--- config.mk ---
export PLATFORM = sky130hd
export DESIGN_NAME = surf_cmd_serializer_flat
export DESIGN_NICKNAME = d
export VERILOG_FILES = /design/src/rtl/turf_cmd_pkg.sv /design/src/rtl/surf_cmd_serializer_if.sv /design/src/rtl/cmd_bit_timer.sv /design/src/rtl/surf_cmd_serializer.sv /design/src/flat_wrapper.sv
export SDC_FILE = /design/constraint.sdc
export NUM_CORES = 1
export LEC_CHECK = 0
export ABC_AREA = 1
export CAP_MARGIN = 5
export CORE_MARGIN = 4
export CORE_UTILIZATION = 30
export CTS_CLUSTER_DIAMETER = 200
export CTS_CLUSTER_SIZE = 30
export DETAILED_ROUTE_END_ITERATION = 6
export GPL_ROUTABILITY_DRIVEN = 1
export PLACE_DENSITY = 0.51
export SYNTH_ARGS = -nofsm -noshare
export SYNTH_HDL_FRONTEND = slang
export SYNTH_SLANG_ARGS = --single-unit
--- constraint.sdc ---
create_clock -name clk250_i -period 1.5 [get_ports clk250_i]
set_input_delay 0.3 -clock clk250_i [delete_from_list [all_inputs] [get_ports clk250_i]]
set_output_delay 0.3 -clock clk250_i [all_outputs]
set_load 0.01 [all_outputs]
--- src/rtl/turf_cmd_pkg.sv ---
`default_nettype none
// ============================================================================
// Module   : turf_cmd_pkg
// Purpose  : Shared command-type codes, frame geometry, FSM encoding and the
//            frame builder for the SURF CMD serializer.
// Revision : 1.0
// ============================================================================
package turf_cmd_pkg;

    localparam logic [1:0] CMD_TYPE_TRIG     = 2'b00;
    localparam logic [1:0] CMD_TYPE_CLEAR    = 2'b01;
    localparam logic [1:0] CMD_TYPE_EVID_RST = 2'b10;

    localparam int CMD_FRAME_BITS = 38;

    typedef enum logic [1:0] {
        ST_IDLE  = 2'd0,
        ST_SHIFT = 2'd1,
        ST_GAP   = 2'd2
    } cmd_state_t;

    // Start bit, 36 payload bits, then odd parity over the payload.
    function automatic logic [CMD_FRAME_BITS-1:0] build_frame(
        input logic [1:0]  cmd_type,
        input logic [1:0]  cmd_buffer,
        input logic [31:0] cmd_evid
    );
        logic [35:0] payload;
        payload = {cmd_type, cmd_buffer, cmd_evid};
        return {1'b1, payload, ~(^payload)};
    endfunction

endpackage
`default_nettype wire

--- src/rtl/surf_cmd_serializer_if.sv ---
`default_nettype none
// ============================================================================
// Module   : surf_cmd_serializer_if
// Purpose  : Command handshake and CMD-lane bundle between the trigger
//            interface (master) and the serializer (slave).
// Revision : 1.0
// ============================================================================
interface surf_cmd_serializer_if #(
    parameter int NUM_SURFS = 12
);
    logic                 cmd_valid_i;
    logic                 cmd_ready_o;
    logic [1:0]           cmd_type_i;
    logic [1:0]           cmd_buffer_i;
    logic [31:0]          cmd_evid_i;
    logic [NUM_SURFS-1:0] cmd_mask_i;
    logic [NUM_SURFS-1:0] cmd_o;
    logic                 busy_o;
    logic                 frame_done_o;
    logic [15:0]          frame_count_o;

    modport master (
        output cmd_valid_i, cmd_type_i, cmd_buffer_i, cmd_evid_i, cmd_mask_i,
        input  cmd_ready_o, cmd_o, busy_o, frame_done_o, frame_count_o
    );

    modport slave (
        input  cmd_valid_i, cmd_type_i, cmd_buffer_i, cmd_evid_i, cmd_mask_i,
        output cmd_ready_o, cmd_o, busy_o, frame_done_o, frame_count_o
    );
endinterface
`default_nettype wire

--- src/rtl/cmd_bit_timer.sv ---
`default_nettype none
// ============================================================================
// Module   : cmd_bit_timer
// Purpose  : BIT_CLKS prescaler producing a bit_tick strobe on the last clock
//            of each bit-time, plus a 6-bit bit index; restartable.
// Revision : 1.0
// ============================================================================
module cmd_bit_timer #(
    parameter int BIT_CLKS = 2
) (
    input  wire logic       clk250_i,
    input  wire logic       rst_n_i,
    input  wire logic       restart,
    input  wire logic       run,
    output logic            bit_tick,
    output logic [5:0]      bit_idx
);

    localparam int               CNT_W    = (BIT_CLKS > 1) ? $clog2(BIT_CLKS) : 1;
    localparam logic [CNT_W-1:0] CNT_LAST = CNT_W'(BIT_CLKS - 1);

    logic [CNT_W-1:0] r_cnt;
    logic [5:0]       r_idx;

    assign bit_tick = run && (r_cnt == CNT_LAST);
    assign bit_idx  = r_idx;

    always_ff @(posedge clk250_i or negedge rst_n_i) begin
        if (!rst_n_i) begin
            r_cnt <= '0;
            r_idx <= '0;
        end else if (restart) begin
            r_cnt <= '0;
            r_idx <= '0;
        end else if (run) begin
            if (bit_tick) begin
                r_cnt <= '0;
                r_idx <= r_idx + 6'd1;
            end else begin
                r_cnt <= r_cnt + 1'b1;
            end
        end
    end

endmodule
`default_nettype wire

--- src/rtl/surf_cmd_serializer.sv ---
`default_nettype none
// ============================================================================
// Module   : surf_cmd_serializer
// Purpose  : Serializes accepted trigger/clear commands into 38-bit framed
//            bitstreams on the per-SURF CMD lanes, with an enforced idle gap.
// Revision : 1.0
// ============================================================================
module surf_cmd_serializer
    import turf_cmd_pkg::*;
#(
    parameter int NUM_SURFS = 12,
    parameter int BIT_CLKS  = 2,
    parameter int GAP_BITS  = 4
) (
    input  wire logic            clk250_i,
    input  wire logic            rst_n_i,
    input  wire logic            clr_i,
    surf_cmd_serializer_if.slave cmd_if
);

    localparam logic [5:0] LAST_BIT_IDX = 6'(CMD_FRAME_BITS - 1);
    localparam logic [5:0] LAST_GAP_IDX = 6'(GAP_BITS - 1);

    cmd_state_t                r_state;
    cmd_state_t                w_state_next;
    logic [CMD_FRAME_BITS-1:0] r_shift;
    logic [CMD_FRAME_BITS-1:0] w_frame;
    logic [NUM_SURFS-1:0]      r_mask;
    logic [NUM_SURFS-1:0]      r_cmd;
    logic                      r_ready;
    logic                      r_busy;
    logic                      r_done;
    logic [15:0]               r_frame_count;

    logic                      w_accept;
    logic                      w_tick;
    logic [5:0]                w_idx;
    logic                      w_last_bit;
    logic                      w_gap_done;
    logic                      w_timer_restart;
    logic                      w_timer_run;

    // clr_i gates ready combinationally so a command offered during clear is refused.
    assign w_accept   = cmd_if.cmd_valid_i && r_ready && !clr_i;
    assign w_last_bit = (r_state == ST_SHIFT) && w_tick && (w_idx == LAST_BIT_IDX);
    assign w_gap_done = (r_state == ST_GAP)   && w_tick && (w_idx == LAST_GAP_IDX);
    assign w_frame    = build_frame(cmd_if.cmd_type_i, cmd_if.cmd_buffer_i, cmd_if.cmd_evid_i);

    assign w_timer_restart = w_accept || w_last_bit || clr_i;
    assign w_timer_run     = (r_state != ST_IDLE) && !clr_i;

    cmd_bit_timer #(
        .BIT_CLKS (BIT_CLKS)
    ) u_bit_timer (
        .clk250_i (clk250_i),
        .rst_n_i  (rst_n_i),
        .restart  (w_timer_restart),
        .run      (w_timer_run),
        .bit_tick (w_tick),
        .bit_idx  (w_idx)
    );

    always_ff @(posedge clk250_i or negedge rst_n_i) begin
        if (!rst_n_i) begin
            r_state <= ST_IDLE;
        end else begin
            r_state <= w_state_next;
        end
    end

    always_comb begin
        w_state_next = r_state;
        if (clr_i) begin
            w_state_next = ST_IDLE;
        end else begin
            case (r_state)
                ST_IDLE:  if (w_accept)   w_state_next = ST_SHIFT;
                ST_SHIFT: if (w_last_bit) w_state_next = ST_GAP;
                ST_GAP:   if (w_gap_done) w_state_next = ST_IDLE;
                default:                  w_state_next = ST_IDLE;
            endcase
        end
    end

    // The start bit is driven at the accept edge; r_shift holds the bits still to go, MSB first.
    always_ff @(posedge clk250_i or negedge rst_n_i) begin
        if (!rst_n_i) begin
            r_shift       <= '0;
            r_mask        <= '0;
            r_cmd         <= '0;
            r_ready       <= 1'b0;
            r_busy        <= 1'b0;
            r_done        <= 1'b0;
            r_frame_count <= '0;
        end else begin
            r_ready <= (w_state_next == ST_IDLE);
            r_busy  <= (w_state_next != ST_IDLE);
            r_done  <= w_last_bit && !clr_i;
            if (clr_i) begin
                r_cmd         <= '0;
                r_frame_count <= '0;
            end else if (w_accept) begin
                r_shift <= w_frame << 1;
                r_mask  <= cmd_if.cmd_mask_i;
                r_cmd   <= ~cmd_if.cmd_mask_i;
            end else if (w_last_bit) begin
                r_cmd         <= '0;
                r_frame_count <= r_frame_count + 16'd1;
            end else if ((r_state == ST_SHIFT) && w_tick) begin
                r_cmd   <= {NUM_SURFS{r_shift[CMD_FRAME_BITS-1]}} & ~r_mask;
                r_shift <= r_shift << 1;
            end
        end
    end

    assign cmd_if.cmd_ready_o   = r_ready && !clr_i;
    assign cmd_if.cmd_o         = r_cmd;
    assign cmd_if.busy_o        = r_busy;
    assign cmd_if.frame_done_o  = r_done;
    assign cmd_if.frame_count_o = r_frame_count;

endmodule
`default_nettype wire
--- src/flat_wrapper.sv ---
// flat-port wrapper written by rule: the top's interface ports become plain ports
module surf_cmd_serializer_flat import turf_cmd_pkg::*;
#(
    parameter int NUM_SURFS = 12,
    parameter int BIT_CLKS  = 2,
    parameter int GAP_BITS  = 4
)
  (clk250_i, rst_n_i, clr_i, cmd_if_cmd_valid_i, cmd_if_cmd_type_i, cmd_if_cmd_buffer_i, cmd_if_cmd_evid_i, cmd_if_cmd_mask_i, cmd_if_cmd_ready_o, cmd_if_cmd_o, cmd_if_busy_o, cmd_if_frame_done_o, cmd_if_frame_count_o);
  surf_cmd_serializer_if #(.NUM_SURFS(NUM_SURFS)) cmd_if_i ();
  input  wire logic clk250_i;
  input  wire logic rst_n_i;
  input  wire logic clr_i;
  input wire logic [$bits(cmd_if_i.cmd_valid_i)-1:0] cmd_if_cmd_valid_i;
  input wire logic [$bits(cmd_if_i.cmd_type_i)-1:0] cmd_if_cmd_type_i;
  input wire logic [$bits(cmd_if_i.cmd_buffer_i)-1:0] cmd_if_cmd_buffer_i;
  input wire logic [$bits(cmd_if_i.cmd_evid_i)-1:0] cmd_if_cmd_evid_i;
  input wire logic [$bits(cmd_if_i.cmd_mask_i)-1:0] cmd_if_cmd_mask_i;
  output wire logic [$bits(cmd_if_i.cmd_ready_o)-1:0] cmd_if_cmd_ready_o;
  output wire logic [$bits(cmd_if_i.cmd_o)-1:0] cmd_if_cmd_o;
  output wire logic [$bits(cmd_if_i.busy_o)-1:0] cmd_if_busy_o;
  output wire logic [$bits(cmd_if_i.frame_done_o)-1:0] cmd_if_frame_done_o;
  output wire logic [$bits(cmd_if_i.frame_count_o)-1:0] cmd_if_frame_count_o;
  assign cmd_if_i.cmd_valid_i = cmd_if_cmd_valid_i;
  assign cmd_if_i.cmd_type_i = cmd_if_cmd_type_i;
  assign cmd_if_i.cmd_buffer_i = cmd_if_cmd_buffer_i;
  assign cmd_if_i.cmd_evid_i = cmd_if_cmd_evid_i;
  assign cmd_if_i.cmd_mask_i = cmd_if_cmd_mask_i;
  assign cmd_if_cmd_ready_o = cmd_if_i.cmd_ready_o;
  assign cmd_if_cmd_o = cmd_if_i.cmd_o;
  assign cmd_if_busy_o = cmd_if_i.busy_o;
  assign cmd_if_frame_done_o = cmd_if_i.frame_done_o;
  assign cmd_if_frame_count_o = cmd_if_i.frame_count_o;
  surf_cmd_serializer #(.NUM_SURFS(NUM_SURFS), .BIT_CLKS(BIT_CLKS), .GAP_BITS(GAP_BITS)) u_core (.clk250_i(clk250_i), .rst_n_i(rst_n_i), .clr_i(clr_i), .cmd_if(cmd_if_i));
endmodule
Word level (Yosys, flattened, before mapping) --
Cells that the tools add are included.
Word-level totals: output and inout port bits 31, logic and storage cells 72, register bits 90, bits of input ports 52
Operators by class: add/sub/neg operators 3, muxes and demuxes 21, reductions and logical operators 27, eq/ne operators 6, bitwise logic cells 5
Operators by type and width (number):
- 38-bit two-way mux | 3
- 12-bit two-way mux | 4
- 16-bit two-way mux | 3
- 36-bit XOR reduction | 1
- 12-bit inverter | 2
- 6-bit two-way mux | 3
- 16-bit by 1-bit adder with 16-bit output, second input constant | 1
- 12-bit AND | 1
- 2-bit nonzero test | 6
- 1-bit logical AND | 10
- 2-bit two-way mux | 4
- 6-bit by 1-bit adder with 6-bit output, second input constant | 1
- 6-bit by 2-bit equality test with 1-bit output, second input constant | 1
- 6-bit equality test, second input constant | 1
- 2-bit case mux with 3 select lines | 1
- 2-bit AND reduction | 3
- 2-bit zero test | 2
- 4-bit nonzero test | 1
- 1-bit two-way mux | 3
- 3-bit AND reduction | 1
- 2-bit by 1-bit equality test with 1-bit output, second input constant | 1
- 2-bit equality test, second input constant | 1
- 1-bit logical OR | 2
- 2-bit by 1-bit inequality test with 1-bit output, second input constant | 1
- 4 further kinds | 5

Depth between registers and ports, before layout --
depth after elaboration 9, mapped depth 15, gate-level depth less buffers 15

Hierarchy --
Synthesis repeated with hierarchy kept, for this count alone.
Second synthesis, totals: cells, all modules 654, area, all modules 4858.4 sq um
By module, submodules not included:
- surf_cmd_serializer | area each 4478.0 sq um, sequential area each 2052.0 sq um, cells each 606, instances 1
- cmd_bit_timer | area each 380.4 sq um, sequential area each 175.2 sq um, cells each 48, instances 1

Worst setup path after synthesis --
OpenSTA, ideal clock, no wires.
path type input to register, start point input clr_i, end point register u_core.r_shift[10], cell stages on the path 7, path slack -0.084 ns, path buffers 2, required time 1.418 ns, arrival time 1.503 ns, cells stage by stage buf_4 > nor2_1 > nand2_2 > inv_2 > clkbuf_1 > nand2_1 > a31oi_1
On the way: word-level cells in the longest chain between the ends 7, elaborated cells on any way between the ends 11
Ends and longest elaborated chain:
- start, declared | line flat_wrapper.sv:12 | input wire logic clr_i;
- 1-bit zero test | line surf_cmd_serializer.sv:44, surf_cmd_serializer.sv:50
- 1-bit logical AND | line surf_cmd_serializer.sv:50 | assign w_timer_run = (r_state != ST_IDLE) && !clr_i;
- 1-bit logical AND | line cmd_bit_timer.sv:25 | assign bit_tick = run && (r_cnt == CNT_LAST);
- 1-bit logical AND | line surf_cmd_serializer.sv:45, surf_cmd_serializer.sv:109
- 1-bit logical AND | line surf_cmd_serializer.sv:45 | assign w_last_bit = (r_state == ST_SHIFT) && w_tick && (w_idx == LAST_BIT_IDX);
- 2-bit by 1-bit inequality test with 1-bit output (no source line)
- 3-bit AND reduction (no source line)
- end signal, assigned | line surf_cmd_serializer.sv:103 | r_shift <= w_frame << 1;
- end signal, assigned | line surf_cmd_serializer.sv:111 | r_shift <= r_shift << 1;
- end, declared | line surf_cmd_serializer.sv:26 | logic [CMD_FRAME_BITS-1:0] r_shift;
Several ways; a longest one is shown, not always the timed one. A chain may end at the register's enable or synchronous reset.

Worst setup path after layout --
start point register u_core.r_state[0], end point register u_core.r_cmd[6] (netlist: u_core.cmd_if.cmd_o[6])
On the way: word-level cells in the longest chain between the ends 8, elaborated cells on any way between the ends 10
Ends and longest elaborated chain:
- start, declared | line surf_cmd_serializer.sv:24 | cmd_state_t r_state;
- start signal, assigned | line surf_cmd_serializer.sv:67 | r_state <= w_state_next;
- 2-bit nonzero test | line surf_cmd_serializer.sv:50
- 1-bit logical AND | line surf_cmd_serializer.sv:50
- 1-bit logical AND | line cmd_bit_timer.sv:25
- 1-bit logical AND (*) | line surf_cmd_serializer.sv:45, surf_cmd_serializer.sv:109
- 1-bit logical AND | line surf_cmd_serializer.sv:45
- 12-bit two-way mux | line surf_cmd_serializer.sv:106 | end else if (w_last_bit) begin
- 12-bit two-way mux | line surf_cmd_serializer.sv:102 | end else if (w_accept) begin
- 12-bit two-way mux | line surf_cmd_serializer.sv:99 | if (clr_i) begin
- end signal, assigned | line surf_cmd_serializer.sv:105 | r_cmd <= ~cmd_if.cmd_mask_i;
- end signal, assigned | line surf_cmd_serializer.sv:110 | r_cmd <= {NUM_SURFS{r_shift[CMD_FRAME_BITS-1]}} & ~r_mask;
- end, declared | line surf_cmd_serializer.sv:29 | logic [NUM_SURFS-1:0] r_cmd;
Mark *: on every way between the ends. The rest lies on a longest branch, timed or not.

==> tab_implementation.tex <==
\begin{tabular}{lr}
\hline
Metric & Value \\
\hline
\multicolumn{2}{l}{\textbf{Timing}} \\
Post-Route Hold Slack & 362.0 ps \\
Final setup violation count & 69 \\
Achievable Freq & 0.6034 GHz \\
Share of the clock period used by the worst path & 1.105 \\
Worst Tran Pin Value & 477.4 ps \\
Post-route minimum period & 1657 ps \\
Final critical-path setup slack & -157.3 ps \\
Unrepaired setup endpoints after global routing & yes \\
Final Hold Fails & 0 \\
Maximum clock skew at final layout & 6.116 ps \\
Total negative slack & -6347 ps \\
Pins Over Slew Limit & 0 \\
Slew HR & 0.6818 \\
\multicolumn{2}{l}{\textbf{CTS}} \\
TritonCTS clock tree & yes \\
Buffer cell driving the clock tree root & sky130\_fd\_sc\_hd\_\_clkbuf\_16 \\
Clk Latency, worst-skew pair & 340 ps \\
Clk slew on worst S/H paths & 70 ps \\
Clock tree buffer depth & 2 \\
Clock H-tree levels & 3 \\
Total clock buffers created by CTS & 9 \\
Total clock sinks & 89 \\
\multicolumn{2}{l}{\textbf{Setup path}} \\
Flop2flop setup slack & -160 ps \\
Reg-to-reg critical path endpoint & u\_core.cmd\_if.cmd\_o[6] \\
Slowest stage delay, CP & 360 ps \\
Beginning of the critical path & u\_core.r\_state[0] \\
Number of cells on the worst reg-to-reg path & 15 \\
Worst-path cell chain & inv\_2, nand2\_4, nand2\_4, nor2\_4, nand3\_4, inv\_4, nand2\_4, nand2\_8, nor2\_4, nand2\_2, inv\_4, buf\_12, buf\_12, nand2\_1, o21ai\_1 \\
Cell with the biggest individual delay on the critical path & sky130\_fd\_sc\_hd\_\_dfrtp\_1 \\
Data arrival time of the critical path & 1890 ps \\
Critical Path Source Type & flop \\
Data required time of the critical path & 1730 ps \\
Beginning of the worst register-to-register path & u\_core.r\_state[0] \\
Critical Path Sink & u\_core.cmd\_if.cmd\_o[6] \\
Worst setup path category & reg2reg \\
Top cell by count, worst path & sky130\_fd\_sc\_hd\_\_nand2\_4 \\
Max Fanout on Critical Path & 8 \\
Kind of end point of the critical path & flop \\
\multicolumn{2}{l}{\textbf{Final layout}} \\
Nets@finish & 906 \\
Area growth from synthesis to final layout & 61.22\% \\
Combined flip-flop and latch cell area & 2228 sq um \\
Area occupied by multi-input gates & 2967 sq um \\
Fill count & 1566 \\
Antenna Diode Count & 0 \\
Leading cell types in the layout, fill and taps excluded & sky130\_fd\_sc\_hd\_\_nand2\_1 (224), sky130\_fd\_sc\_hd\_\_dfrtp\_1 (88), sky130\_fd\_sc\_hd\_\_buf\_4 (86) \\
Final std cell area, no fill & 7970 sq um \\
Most frequent standard cell in the layout excluding fill and tap cells & sky130\_fd\_sc\_hd\_\_nand2\_1 \\
Fraction of final layout cells with drive strength greater than 1 & 0.2991 \\
Post-layout instance count excluding filler cells & 1072 \\
\multicolumn{2}{l}{\textbf{Die}} \\
Die area & 18600 sq um \\
Number of rows created at floorplan & 46 \\
Die W & 136.4 um \\
Core area & 16000 sq um \\
Chip height & 136.4 um \\
Initial Utilization & 0.3090 \\
Number of top-level design ports & 83 \\
\multicolumn{2}{l}{\textbf{Logic synthesis}} \\
Number of instances in the synthesized netlist & 672 \\
Async set or reset register ratio after synthesis & 1.000 \\
Number of distinct library cell variants in the gate-level netlist after synthesis & 37 \\
Post-synthesis register bit count & 89 \\
Post-synthesis sequential area ratio & 0.4505 \\
Number of warning messages in the yosys log & 0 \\
Post-synthesis instance area & 4943 sq um \\
Post-synth EDFFs & 0 \\
Nets in the synthesized netlist & 727 \\
Top\_reg\_cell synth & sky130\_fd\_sc\_hd\_\_dfrtp\_1 \\
Average footprint of a synthesized cell & 7.356 sq um \\
\multicolumn{2}{l}{\textbf{Status}} \\
Result of the run & finished, violations left \\
Violated checks & negative setup slack \\
\multicolumn{2}{l}{\textbf{Global route}} \\
First-pass GRT wire length & 22.76 mm \\
Initial antenna violation count & 0 \\
Leftover overflow at the end of global routing & 0 \\
Total track usage & 0.1502 \\
Largest net degree at the start of global routing & 54 \\
Number of global-route vias before repair & 5047 \\
\multicolumn{2}{l}{\textbf{Routing}} \\
Via count & 5022 \\
Remaining antenna violation count after routing & 0 \\
Vias per std cell & 4.685 \\
Wire length reported by the detailed router & 13.82 mm \\
Number of design-rule violations left by the first detailed-router iteration & 184 \\
WL/cell & 12.89 um \\
DRC violation count after routing & 0 \\
Length of the first detailed-routing pass in iterations & 4 \\
\multicolumn{2}{l}{\textbf{Placed design}} \\
DP Wirelength & 9.352 mm \\
\# port buffers & 82 \\
Placer congestion estimate & 0.8413 \\
Area post-placement & 6626 sq um \\
Number of cells after detailed placement & 1027 \\
\multicolumn{2}{l}{\textbf{Flow run}} \\
Count of maximum capacitance violations & 0 \\
\multicolumn{2}{l}{\textbf{Power}} \\
Maximum vdd ir drop & 0.0006273 V \\
Static leakage power & 3.939 nW \\
Cell area power density & 1011 nW/um\^{}2 \\
\multicolumn{2}{l}{\textbf{Min path}} \\
Class of the tightest hold or removal check & in2async \\
\hline
\end{tabular}
==> synthesized netlist by cell type (all sizes together), types with 3 or more instances <==
cell / number / area [sq um]
xnor2: 12 / 105.1
nand4: 3 / 18.77
xor2: 14 / 122.6
a31oi: 36 / 225.2
ha: 3 / 37.54
nor3: 8 / 45.04
a21oi: 8 / 40.04
dfrtp: 89 / 2227
nand2: 254 / 980.9
clkbuf: 11 / 41.29
nor2: 63 / 246.5
buf: 15 / 92.59
o21ai: 34 / 170.2
o31ai: 5 / 57.56
nand3: 39 / 200.2
nor4: 4 / 25.02
inv: 66 / 250.3
==> how the worst min path moves through the flow <==
stage | start | end | depth (start not counted)
2_1_floorplan | rst_n_i | u_core.cmd_if.busy_o | 0
3_3_place_gp | rst_n_i | u_core.cmd_if.frame_count_o[11] | 1
3_5_place_dp | rst_n_i | u_core.cmd_if.frame_count_o[11] | 1
4_1_cts | rst_n_i | u_core.cmd_if.frame_count_o[11] | 2
5_1_grt | rst_n_i | u_core.cmd_if.frame_count_o[11] | 2
6_report | rst_n_i | u_core.cmd_if.frame_count_o[11] | 2
==> metrics by stage <==
stage / setup slack (ps) / total power, mW / util
final: -157.3 / 8.058 / 0.4981
after CTS: -140.8 / 7.793 / 0.4684
after floorplan: -9.701 / 4.290 / -
after global placement: -500.8 / 5.022 / 0.4141
after global routing: -247.5 / 8.553 / 0.4981
after detailed placement: -565.5 / 5.096 / 0.4141
==> cell families (layout without fill, tap and decap cells) <==
family,count (synthesis),count (layout),share of synthesized area
AO/OA/AOI/OAI,88,88,0.1076
XOR/XNOR,26,26,0.04606
adder cells (fa/ha/maj),3,3,0.007594
buffers and inverters,93,276,0.07846
flip-flops,89,89,0.4505
AND/OR/NAND/NOR,373,374,0.3098
==> power by group <==
part / switching (mW) / leakage [nW] / internal (mW)
clock network: 0.956 / 0.151 / 1.43
registers: 0.445 / 1.09 / 2.89
logic: 1.15 / 2.70 / 1.19
total: 2.55 / 3.94 / 5.50
==> sequential cells by signal (all words and copies together), names as in the netlist <==
register,count
u_core.r_shift,37
u_core.r_state,2
u_core.cmd_if.frame_done_o,1
u_core.u_bit_timer.bit_idx,6
u_core.cmd_if.cmd_o,12
u_core.cmd_if.busy_o,1
u_core.cmd_if.frame_count_o,16
u_core.r_ready,1
u_core.r_mask,12
u_core.u_bit_timer.r_cnt,1
==> area by class of cell <==
cell class,instances,share of cell area
clock inverters,4,0.006279
multi-input cells,491,0.3722
repair buffers,193,0.2386
flip-flops and latches,89,0.2796
inverters,67,0.03595
clock buffers,12,0.03344
well taps,216,0.03391
==> metal layers <==
metal  up-vias  global-route usage  wire [um]
li1       2516                   -          -
met1      2368              0.1839       6121
met2       120              0.2622       6803
met3        18             0.02739        667
met4         0             0.05711        230
met5         -                   0          0
==> critical path: cells and delay by family, from the launching register on <==
family                 cells  cell delay (ps)
AND/OR/NAND/NOR            9              710
buffers and inverters      5              430
flip-flops                 1              360
AO/OA/AOI/OAI              1               50
==> what timing repair did <==
item                                    4_1_cts  5_1_grt
hold endpoints to repair                      9        0
pin swaps                                    18       14
hold buffers                                  1        0
gates cloned                                  7        1
resized for setup                           147      114
endpoints found under the setup margin      104       80
setup buffers                                17        5
No activity file was read; power rests on OpenSTA's default activity.
